**src/rtl/periodo_pkg.sv**
```systemverilog
// Shared definitions for the period measurement controller: FSM state encoding and default widths.
package periodo_pkg;

    localparam int CNT_W_DEF       = 32;
    localparam int TIMEOUT_CYC_DEF = 50_000_000;
    localparam int AVG_LOG2_DEF    = 2;

    typedef enum logic [1:0] {
        IDLE    = 2'd0,
        ARMED   = 2'd1,
        MEASURE = 2'd2
    } estado_t;

    // Adds one without ever wrapping past the all-ones value.
    function automatic logic [CNT_W_DEF-1:0] inc_sat(input logic [CNT_W_DEF-1:0] v);
        return (v == '1) ? v : v + CNT_W_DEF'(1);
    endfunction

endpackage

```
**src/rtl/contador_sat.sv**
```systemverilog
// Saturating up-counter with synchronous clear and a terminal-count compare flag.
module contador_sat #(
    parameter int           W  = 32,
    parameter logic [W-1:0] TC = '1
) (
    input  logic         clock_FPGA,
    input  logic         reset,
    input  logic         clr,
    output logic [W-1:0] cuenta,
    output logic         fin
);

    always_ff @(posedge clock_FPGA) begin
        if (!reset) begin
            cuenta <= '0;
        end else if (clr) begin
            cuenta <= '0;
        end else if (cuenta != '1) begin
            cuenta <= cuenta + W'(1);
        end
    end

    assign fin = (cuenta == TC);

endmodule

```
**src/rtl/controlador_periodo.sv**
```systemverilog
// Measures clock_FPGA cycles between consecutive rising-edge pulses, single-shot or continuous, with edge timeout.
// Optional averaging of 2^AVG_LOG2 periods per result when PERIOD_AVG_EN is defined.
//
// state   | meaning
// IDLE    | waiting for start
// ARMED   | waiting for the opening edge
// MEASURE | counting cycles until the closing edge
module controlador_periodo
    import periodo_pkg::*;
#(
    parameter int CNT_W       = CNT_W_DEF,
    parameter int TIMEOUT_CYC = TIMEOUT_CYC_DEF,
    parameter int AVG_LOG2    = AVG_LOG2_DEF
) (
    input  logic             clock_FPGA,
    input  logic             reset,
    input  logic             start,
    input  logic             modo_continuo,
    input  logic             flanco_pos_onda_cuad,
    output logic [CNT_W-1:0] periodo,
    output logic             periodo_valido,
    output logic             ocupado,
    output logic             timeout_err
);

    // The counter holds (elapsed - 1) when sampled, so the terminal value is one below the timeout.
    localparam logic [CNT_W-1:0] TC = CNT_W'(TIMEOUT_CYC - 1);

    estado_t          estado, estado_sig;
    logic             cnt_clr;
    logic [CNT_W-1:0] cuenta;
    logic             hit;
    logic [CNT_W-1:0] medida;
    logic             cerrar;
    logic             fin_grupo;
    logic             publicar;
    logic [CNT_W-1:0] valor_pub;
    logic             err_set;
    logic             err_clr;

    contador_sat #(
        .W  (CNT_W),
        .TC (TC)
    ) u_contador (
        .clock_FPGA (clock_FPGA),
        .reset      (reset),
        .clr        (cnt_clr),
        .cuenta     (cuenta),
        .fin        (hit)
    );

    assign medida = (cuenta == '1) ? cuenta : cuenta + CNT_W'(1);

`ifdef PERIOD_AVG_EN
    localparam int ACC_W = CNT_W + AVG_LOG2;

    logic [ACC_W-1:0]    acc, acc_sum;
    logic [AVG_LOG2-1:0] grp;

    assign acc_sum   = acc + ACC_W'(medida);
    assign fin_grupo = &grp;
    assign publicar  = cerrar && fin_grupo;
    assign valor_pub = acc_sum[ACC_W-1:AVG_LOG2];

    // Partial groups only survive while measuring; timeout, reset or a new arm discards them.
    always_ff @(posedge clock_FPGA) begin
        if (!reset) begin
            acc <= '0;
            grp <= '0;
        end else if (estado != MEASURE) begin
            acc <= '0;
            grp <= '0;
        end else if (cerrar) begin
            if (fin_grupo) begin
                acc <= '0;
                grp <= '0;
            end else begin
                acc <= acc_sum;
                grp <= grp + AVG_LOG2'(1);
            end
        end
    end
`else
    assign fin_grupo = 1'b1;
    assign publicar  = cerrar;
    assign valor_pub = medida;
`endif

    always_comb begin
        estado_sig = estado;
        cnt_clr    = 1'b0;
        cerrar     = 1'b0;
        err_set    = 1'b0;
        err_clr    = 1'b0;
        case (estado)
            IDLE: begin
                cnt_clr = 1'b1;
                if (start) begin
                    estado_sig = ARMED;
                    err_clr    = 1'b1;
                end
            end
            ARMED: begin
                if (flanco_pos_onda_cuad) begin
                    estado_sig = MEASURE;
                    cnt_clr    = 1'b1;
                end else if (hit) begin
                    estado_sig = IDLE;
                    err_set    = 1'b1;
                end
            end
            MEASURE: begin
                // The closing edge doubles as the opening edge of the next period.
                if (flanco_pos_onda_cuad) begin
                    cnt_clr = 1'b1;
                    cerrar  = 1'b1;
                    if (!modo_continuo && fin_grupo) begin
                        estado_sig = IDLE;
                    end
                end else if (hit) begin
                    estado_sig = IDLE;
                    err_set    = 1'b1;
                end
            end
            default: begin
                estado_sig = IDLE;
                cnt_clr    = 1'b1;
            end
        endcase
    end

    always_ff @(posedge clock_FPGA) begin
        if (!reset) begin
            estado         <= IDLE;
            periodo        <= '0;
            periodo_valido <= 1'b0;
            ocupado        <= 1'b0;
            timeout_err    <= 1'b0;
        end else begin
            estado         <= estado_sig;
            periodo_valido <= publicar;
            ocupado        <= (estado_sig != IDLE);
            if (publicar) begin
                periodo <= valor_pub;
            end
            if (err_set) begin
                timeout_err <= 1'b1;
            end else if (err_clr) begin
                timeout_err <= 1'b0;
            end
        end
    end

endmodule

```
**config.mk**
```make
export PLATFORM = sky130hd
export DESIGN_NAME = controlador_periodo
export DESIGN_NICKNAME = d
export VERILOG_FILES = /design/src/rtl/periodo_pkg.sv /design/src/rtl/contador_sat.sv /design/src/rtl/controlador_periodo.sv
export SDC_FILE = /design/constraint.sdc
export NUM_CORES = 1
export LEC_CHECK = 0
export ABC_AREA = 1
export CAP_MARGIN = 20
export CORE_UTILIZATION = 50
export DETAILED_ROUTE_END_ITERATION = 6
export PLACE_DENSITY = 0.75
export SYNTH_ARGS = -nofsm -noshare
export SYNTH_HDL_FRONTEND = slang
export SYNTH_HIERARCHICAL = 1
export SYNTH_SLANG_ARGS = --single-unit
```
**constraint.sdc**
```tcl
create_clock -name clock_FPGA -period 2.5 [get_ports clock_FPGA]
set_input_delay 0.75 -clock clock_FPGA [delete_from_list [all_inputs] [get_ports clock_FPGA]]
set_output_delay 0.75 -clock clock_FPGA [all_outputs]
set_load 0.05 [all_outputs]
```
[Word level (Yosys, flattened, before mapping)]
Cells that the tools add are included.
Word-level totals
  register bits: 69
  bits in latches: 0
  memory bits (writable): 0
  ROM bits: 0
  word-level logic and storage cells: 35
  memories: 0
Cells by class
  add/subtract/negate cells: 1
  multipliers: 0
  divide/modulo/power cells: 0
  magnitude comparators: 0
  equality and inequality tests: 5
  shifts and indexed selects: 0
  mux-type cells: 17
  bitwise gates (word level): 1
  reductions and logical operators: 5
Operators by type and width (number)
  $add A32 B1 Y32 const B: 1
  $eq A32 B26 Y1 const B: 1
  $eq A32 B32 Y1 const B: 1
  $mux W32: 1
  $ne A32 B32 Y1 const B: 1
  $mux W1: 10
  $mux W2: 5
  $pmux W2 S3: 1
  $reduce_bool A2 Y1: 2
  $reduce_or A2 Y1: 2
  $eq A2 B1 Y1 const B: 1
  $eq A2 B2 Y1 const B: 1
  $logic_not A2 Y1: 1
  $not A1 Y1: 1

[Depth between registers and ports, before layout]
Gate-level depths: netlist of run 1.
  depth in word-level cells: 5
  depth in mapped cells: 12
  mapped depth without buffers: 12

[By module]
The synthesis of run 1 kept the hierarchy.
Modules (own cells, without submodules)
  controlador_periodo: instances 1, cells an instance 449, area each 2643.8 um2
  contador_sat: instances 1, cells an instance 339, area each 2067.0 um2

[Worst setup path after synthesis of run 1]
OpenSTA, ideal clock, no wires.
  kind: reg-to-reg
  start point: reg u_contador.cuenta[0]
  end point: reg ocupado
  setup time: 0.122 ns
  arrival: 1.895 ns
  path slack: 0.483 ns
  cell stages (with the launch flop): 13
  period minus slack after synthesis: 2.017 ns
  path through: dfxtp_1 -> ha_1 -> inv_2 -> nor2_4 -> nand2_1 -> nor3_1 -> inv_1 -> nor2_1 -> nor2_1 -> o31ai_1 -> o21ai_0 -> nand3_1 -> o21ai_0
On the way
  longest elaborated chain between the ends: 5
RTL lines
  start, declared: RTL line contador_sat.sv:9  | output logic [W-1:0] cuenta,
  start signal, assigned: RTL line contador_sat.sv:19  | cuenta <= cuenta + W'(1);
  $eq A32 B26 Y1 (*): RTL line contador_sat.sv:23  | assign fin = (cuenta == TC);
  net hit: RTL line controlador_periodo.sv:32  | logic hit;
  $mux W2 (*): RTL line controlador_periodo.sv:107, controlador_periodo.sv:120
  $mux W2, on equally long branches: RTL line controlador_periodo.sv:114, controlador_periodo.sv:104
  $pmux W2 S3 (*): RTL line controlador_periodo.sv:95  | case (estado)
  $reduce_bool A2 Y1 (*): RTL line controlador_periodo.sv:142  | ocupado <= (estado_sig != IDLE);
  end signal, assigned: RTL line controlador_periodo.sv:142
  end, declared: RTL line controlador_periodo.sv:22  | output logic ocupado,
The timed path passes the listed nets; every way through them passes the cells marked *.
A chain may end at the register's enable or synchronous reset.

[Worst setup path in the final report of run 1]
  start point: reg periodo[4]
  end point: out periodo[4]
RTL lines
  start, declared: RTL line controlador_periodo.sv:20  | output logic [CNT_W-1:0] periodo,
  start signal, assigned: RTL line controlador_periodo.sv:144  | periodo <= valor_pub;
No word-level cell between the ends.

==> out/results.txt, run 1 <==
Leak: 2.31 nW
sequential fraction of the synthesis area: 29.3%
dpl cell area: 5290 um^2
Slowest-stage cell, CP: clkdlybuf4s50_1
hold slack: 0.493 ns
RSZ-0062 raised after global routing: false
Fillers: 944
via/cell ratio: 5.28
worst-path cell chain: clkdlybuf4s50_1
VDD IR-drop max: 0.296 mV
GPL Wtd Cong: 0.981
status: complete, but fails checks
post-synthesis register bit count: 69
Final Hold Viols: 0
commonest non-fill, non-tap cell in the layout: nand2_1
Pins Over Slew Limit: 0
routed length per instance: 14.1 um
Rows: 35
Worst Path Buf+Inv: 1
hpwl dp: 10200 um
die area: 9810 um^2
required time of the worst setup path: 1.75 ns
TritonCTS Sinks: 69
largest net degree at the start of global routing: 46
Crit Path Category: flop to output pin
fin crit period: 2.25 ns
I/O pin total: 40
cell type with the largest total area after synthesis: dfxtp_1
critical path arrival: 1.50 ns
Final Setup Violations: 0
Initial DRT Pass Iterations: 7
clk slew on worst S/H paths: 0.08 ns
Worst Setup End Kind: output pin
Tightest Pin Transition: 0.500 ns
Max Buffers Root-to-Sink: 2
CTS Buf Count: 9
Worst Skew: 0.0150 ns
Mapped Cells: 788
fmax: 444 MHz
CP max FO: 2
Final Cycle Share: 90.0%
top cell type's share of synthesized area: 29.3%
Setup TNS: 0 ns
Post-Syn Nets: 799
DR DRC count: 2
initial antenna violation count: 0
Avg Inst Size Synth: 5.98 um^2
Vias: 5062
post-cts resize count: 0
area delta synth->final: 16.3%
fin cells: 959
Hold WC Path Type: flop to flop
final worst slack: 0.249 ns
pre-CTS setup slack: 0.325 ns
Crit path max-delay family: buffers and inverters
failing checks: DRC
core area: 9200 um^2
Initial Util: 51.2%
Total GRT Usage: 29.4%
relative slew slack: 66.6%
Root Buffer: clkbuf_8
global route overflow: 0
Clk Latency, worst-skew pair: 0.35 ns
number of max-cap violations: 0
synth unique cells: 34
share of cells above drive strength 1: 10.3%
DR iter-0 viols: 320
# placed instances: 943
Max H-tree Level: 3
ANT cells: 0
antenna-violating nets left: 0
Final #Nets: 854
Mapped Area: 4710 um^2
Largest stage delay, worst path: 0.80 ns
number of global-route vias before repair: 4851
YS warnings: 6
first-pass GRT wire length: 22600 um
Buffers on Ports: 39
Setup crit start kind: flop
Die Ht: 99.1 um
post-route cell area: 5480 um^2
die width: 99.1 um
power density cells: 410 nW/um^2
top cells by area, synth: dfxtp_1 29%, nand2_1 18%, nor2_1 14%
cts hold-fix bufs: 0
most frequent cells in the layout: 231 x nand2_1, 176 x nor2_1, 98 x inv_1, 69 x dfxtp_1, 67 x nand3_1
CTS tree: done
Total Routed Length: 13500 um
post-CTS setup buffers: 0
[where the power goes]
part / switching [mW] / leakage [nW] / internal (mW)
sequential: 0.0101 / 0.557 / 1.12
clock: 0.435 / 0.0964 / 0.486
combinational: 0.131 / 1.65 / 0.0645
total: 0.577 / 2.31 / 1.67
[Yosys cell counts]
master,n
a21oi_1,5
or2_2,7
inv_1,98
o211ai_1,3
nor2_8,1
dfxtp_1,69
or2_1,1
nand3_2,18
ha_1,6
buf_1,1
nor3_1,2
buf_6,9
nand3b_1,1
xor2_1,3
nand4_1,10
o21ai_1,8
xnor2_1,9
nand3_1,67
nor2_4,7
nor4_1,3
nor2_1,176
nor2_2,2
clkinv_2,1
buf_4,1
nand2_4,4
o31ai_1,2
a21oi_2,2
nand2_1,231
inv_2,5
o21ai_0,23
clkinv_1,1
nand2_2,3
clkbuf_1,7
a31oi_1,2
[final cells by class]
class / count / area (um^2) / share of cell area (%)
Multi-Input combinational cell: 596 / 2800 / 51.0
Sequential cell: 69 / 1380 / 25.2
Timing Repair Buffer: 62 / 576 / 10.5
Inverter: 105 / 395 / 7.22
Clock buffer: 12 / 145 / 2.65
Tap cell: 111 / 139 / 2.53
Clock inverter: 4 / 47.5 / 0.868
[layer usage]
layer / wire length (um) / part of all wire (%) / up-vias / GRT usage, %
li1: - / - / 2548 / -
met1: 5630 / 42 / 2288 / 36.2
met2: 6530 / 48 / 196 / 51.6
met3: 895 / 6.6 / 30 / 3.62
met4: 418 / 3.1 / 0 / 12.6
met5: 0 / 0 / - / 0
[per-stage QoR]
step	util, %	total power, mW
final	59.6	2.24
after detailed placement	57.5	1.35
after global routing	59.6	2.35
after floorplan	-	1.29
after CTS	59.6	2.27
after global placement	57.5	1.34
[sequential cells by signal, summed over array words and instances (netlist names)]
| signal | count |
|---|---|
| ocupado | 1 |
| periodo_valido | 1 |
| periodo | 32 |
| timeout_err | 1 |
| u_contador/cuenta | 32 |
| estado | 2 |
[path summary, 6_finish.rpt]
path                                                        start                  endpoint  slack (ns)  cells after the start
worst max register to register  u_contador/cuenta[0]$_SDFFE_PP0P_        ocupado$_SDFF_PN0_        0.30                     13
worst min register to register           timeout_err$_SDFFE_PN0P_  timeout_err$_SDFFE_PN0P_        0.49                      2
worst min-delay path                     timeout_err$_SDFFE_PN0P_  timeout_err$_SDFFE_PN0P_        0.49                      2
worst max-delay path                      periodo[4]$_SDFFE_PN0P_                periodo[4]        0.25                      1
[cells by family after synthesis]
logic type / share of synthesized area (%)
buffers and inverters: 11.3
adder cells (fa/ha/maj): 1.59
flip-flops: 29.3
AND/OR/NAND/NOR: 50.3
XOR/XNOR: 2.23
AO/OA/AOI/OAI: 5.26
Power figures use the tool's default switching activity.
==> inputs of run 2 (changes only) <==
--- a/config.mk
+++ b/config.mk
@@ -10,6 +10,7 @@
 export CORE_UTILIZATION = 50
 export DETAILED_ROUTE_END_ITERATION = 6
 export PLACE_DENSITY = 0.75
+export SKIP_CTS_REPAIR_TIMING = 1
 export SYNTH_ARGS = -nofsm -noshare
 export SYNTH_HDL_FRONTEND = slang
 export SYNTH_HIERARCHICAL = 1
==> results of run 2 <==
No change in the layout: final DEF, timing and power equal those of run 1.
==> inputs of run 3 (changes only) <==
--- a/config.mk
+++ b/config.mk
@@ -9,7 +9,7 @@
 export CAP_MARGIN = 20
 export CORE_UTILIZATION = 50
 export DETAILED_ROUTE_END_ITERATION = 6
-export PLACE_DENSITY = 0.75
+export PLACE_DENSITY_LB_ADDON = 0.05
 export SKIP_CTS_REPAIR_TIMING = 1
 export SYNTH_ARGS = -nofsm -noshare
 export SYNTH_HDL_FRONTEND = slang
==> run 3 against run 2 <==
  * Non-clock buffer count increased by 2
  * Critical endpoint is now periodo[18]
  * Clock-buffer cell count decreased by 1
  * Sequential share of layout area decreased by 0.22 points
  * Via count decreased by 0.95%
  * Critical path type unchanged
  * Power increased by 6.4%
  * Register-to-register slack got worse by 0.02 ns
  * The flow now finishes without violations
==> out/results.txt, run 3 (synthesis gave the netlist of run 1 again) <==
RSZ-0062 raised after global routing: false (unchanged)
I/O pin total: 40 (unchanged)
most frequent cells in the layout: 231 x nand2_1, 176 x nor2_1, 98 x inv_1, 69 x dfxtp_1, 67 x nand3_1 (unchanged)
Setup crit start kind: flop (unchanged)
Root Buffer: clkbuf_8 (unchanged)
required time of the worst setup path: 1.75 ns (about the same)
DR iter-0 viols: 254 (was 320)
number of max-cap violations: 0 (unchanged)
hold slack: 0.469 ns (was 0.493 ns)
relative slew slack: 57.1% (was 66.6%)
global route overflow: 0 (unchanged)
Slowest-stage cell, CP: clkdlybuf4s50_1 (unchanged)
Max Buffers Root-to-Sink: 2 (unchanged)
sequential share of power: 47.2% (was 50.2%)
CTS tree: done (unchanged)
Initial Util: 51.2% (unchanged)
antenna-violating nets left: 0 (unchanged)
dpl cell area: 5300 um^2 (was 5290 um^2)
# placed instances: 945 (was 943)
Final Cycle Share: 90.6% (was 90.0%)
CP max FO: 2 (unchanged)
fin cells: 961 (was 959)
Clk Latency, worst-skew pair: 0.36 ns (was 0.35 ns)
post-route cell area: 5530 um^2 (was 5480 um^2)
Crit path max-delay family: buffers and inverters (unchanged)
Tightest Pin Transition: 0.643 ns (was 0.500 ns)
core area: 9200 um^2 (unchanged)
number of global-route vias before repair: 4722 (was 4851)
first-pass GRT wire length: 22100 um (was 22600 um)
Total GRT Usage: 28.6% (was 29.4%)
Leak: 2.33 nW (was 2.31 nW)
CTS Buf Count: 9 (unchanged)
VDD IR-drop max: 0.266 mV (was 0.296 mV)
GPL Wtd Cong: 1.01 (was 0.981)
ANT cells: 0 (unchanged)
Total Routed Length: 13300 um (was 13500 um)
die area: 9810 um^2 (unchanged)
Vias: 5014 (was 5062)
Net Sw Power: 0.615 mW (was 0.577 mW)
Final Hold Viols: 0 (unchanged)
clk slew on worst S/H paths: 0.09 ns (was 0.08 ns)
pre-CTS setup slack: 0.267 ns (was 0.325 ns)
Crit Path Category: flop to output pin (unchanged)
TritonCTS Sinks: 69 (unchanged)
die width: 99.1 um (unchanged)
worst-path cell chain: clkdlybuf4s50_1 (unchanged)
Rows: 35 (unchanged)
via/cell ratio: 5.22 (was 5.28)
min-delay src: timeout_err$_SDFFE_PN0P_ (unchanged)
worst r2r src: u_contador/cuenta[0]$_SDFFE_PP0P_ (unchanged)
largest net degree at the start of global routing: 32 (was 46)
commonest non-fill, non-tap cell in the layout: nand2_1 (unchanged)
final worst slack: 0.234 ns (was 0.249 ns)
Max H-tree Level: 3 (unchanged)
Initial DRT Pass Iterations: 5 (was 7)
Die Ht: 99.1 um (unchanged)
power density cells: 432 nW/um^2 (was 410 nW/um^2)
Worst Skew: 0.0121 ns (was 0.0150 ns)
Buffers on Ports: 39 (unchanged)
Clock Power Share: 44.6% (was 41.0%)
routed length per instance: 13.9 um (was 14.1 um)
Setup TNS: 0 ns (unchanged)
Worst Path Buf+Inv: 1 (unchanged)
Worst Setup End Kind: output pin (unchanged)
Final Setup Violations: 0 (unchanged)
fmax: 441 MHz (was 444 MHz)
Top Registers: periodo x32, u_contador/cuenta x32, estado x2 (unchanged)
Comb pwr share: 8.1% (was 8.7%)
worst setup path startpoint: periodo[18]$_SDFFE_PN0P_ (was periodo[4]$_SDFFE_PN0P_)
Largest stage delay, worst path: 0.81 ns (was 0.80 ns)
DR DRC count: 0 (was 2)
P_int: 1.77 mW (was 1.67 mW)
switching share of total power: 25.8% (was 25.7%)
Hold WC Path Type: flop to flop (unchanged)
Pins Over Slew Limit: 0 (unchanged)
fin crit period: 2.27 ns (was 2.25 ns)
status: complete, no violations (was complete, but fails checks)
critical path arrival: 1.52 ns (was 1.50 ns)
initial antenna violation count: 0 (unchanged)
Final #Nets: 856 (was 854)
hpwl dp: 10100 um (was 10200 um)
share of cells above drive strength 1: 10.6% (was 10.3%)
area delta synth->final: 17.3% (was 16.3%)
## run 3: power groups by stage
stage          clock [mW]  combinational (mW)  sequential [mW]
2_1_floorplan           0              0.0785             1.21
3_3_place_gp            0               0.190             1.15
3_5_place_dp            0               0.194             1.15
4_1_cts              1.10               0.195             1.13
5_1_grt              1.13               0.211             1.13
6_report             1.07               0.194             1.13
## run 3: per-layer routing
| layer | vias to the layer above | GRT usage (%) | share of wire, % | routed length (um) |
|---|---|---|---|---|
| li1 | 2552 | - | - | - |
| met2 | 146 | 49.4 | 48 | 6440 |
| met4 | 0 | 12.8 | 3.1 | 410 |
| met3 | 32 | 3.90 | 5.0 | 660 |
| met1 | 2284 | 35.4 | 44 | 5830 |
| met5 | - | 0 | 0 | 0 |
## run 3: layout make-up
type	count	area, um^2
Sequential cell	69	1380
Inverter	105	395
Multi-Input combinational cell	596	2800
Clock buffer	11	141
Fill cell	981	3670
Clock inverter	5	83.8
Tap cell	111	139
Timing Repair Buffer	64	591
## run 3: worst paths after layout
kind | slack [ns] | cells past startpoint | endpoint
max reg2reg | 0.28 | 12 | ocupado$_SDFF_PN0_
min reg2reg | 0.47 | 2 | timeout_err$_SDFFE_PN0P_
min | 0.47 | 2 | timeout_err$_SDFFE_PN0P_
max | 0.23 | 1 | periodo[18]
## run 3: through the flow
| step | total power [mW] | util [%] |
|---|---|---|
| floorplan | 1.29 | - |
| global placement | 1.34 | 57.6 |
| finish | 2.39 | 60.1 |
| CTS | 2.42 | 60.1 |
| detailed placement | 1.35 | 57.6 |
| global route | 2.48 | 60.1 |
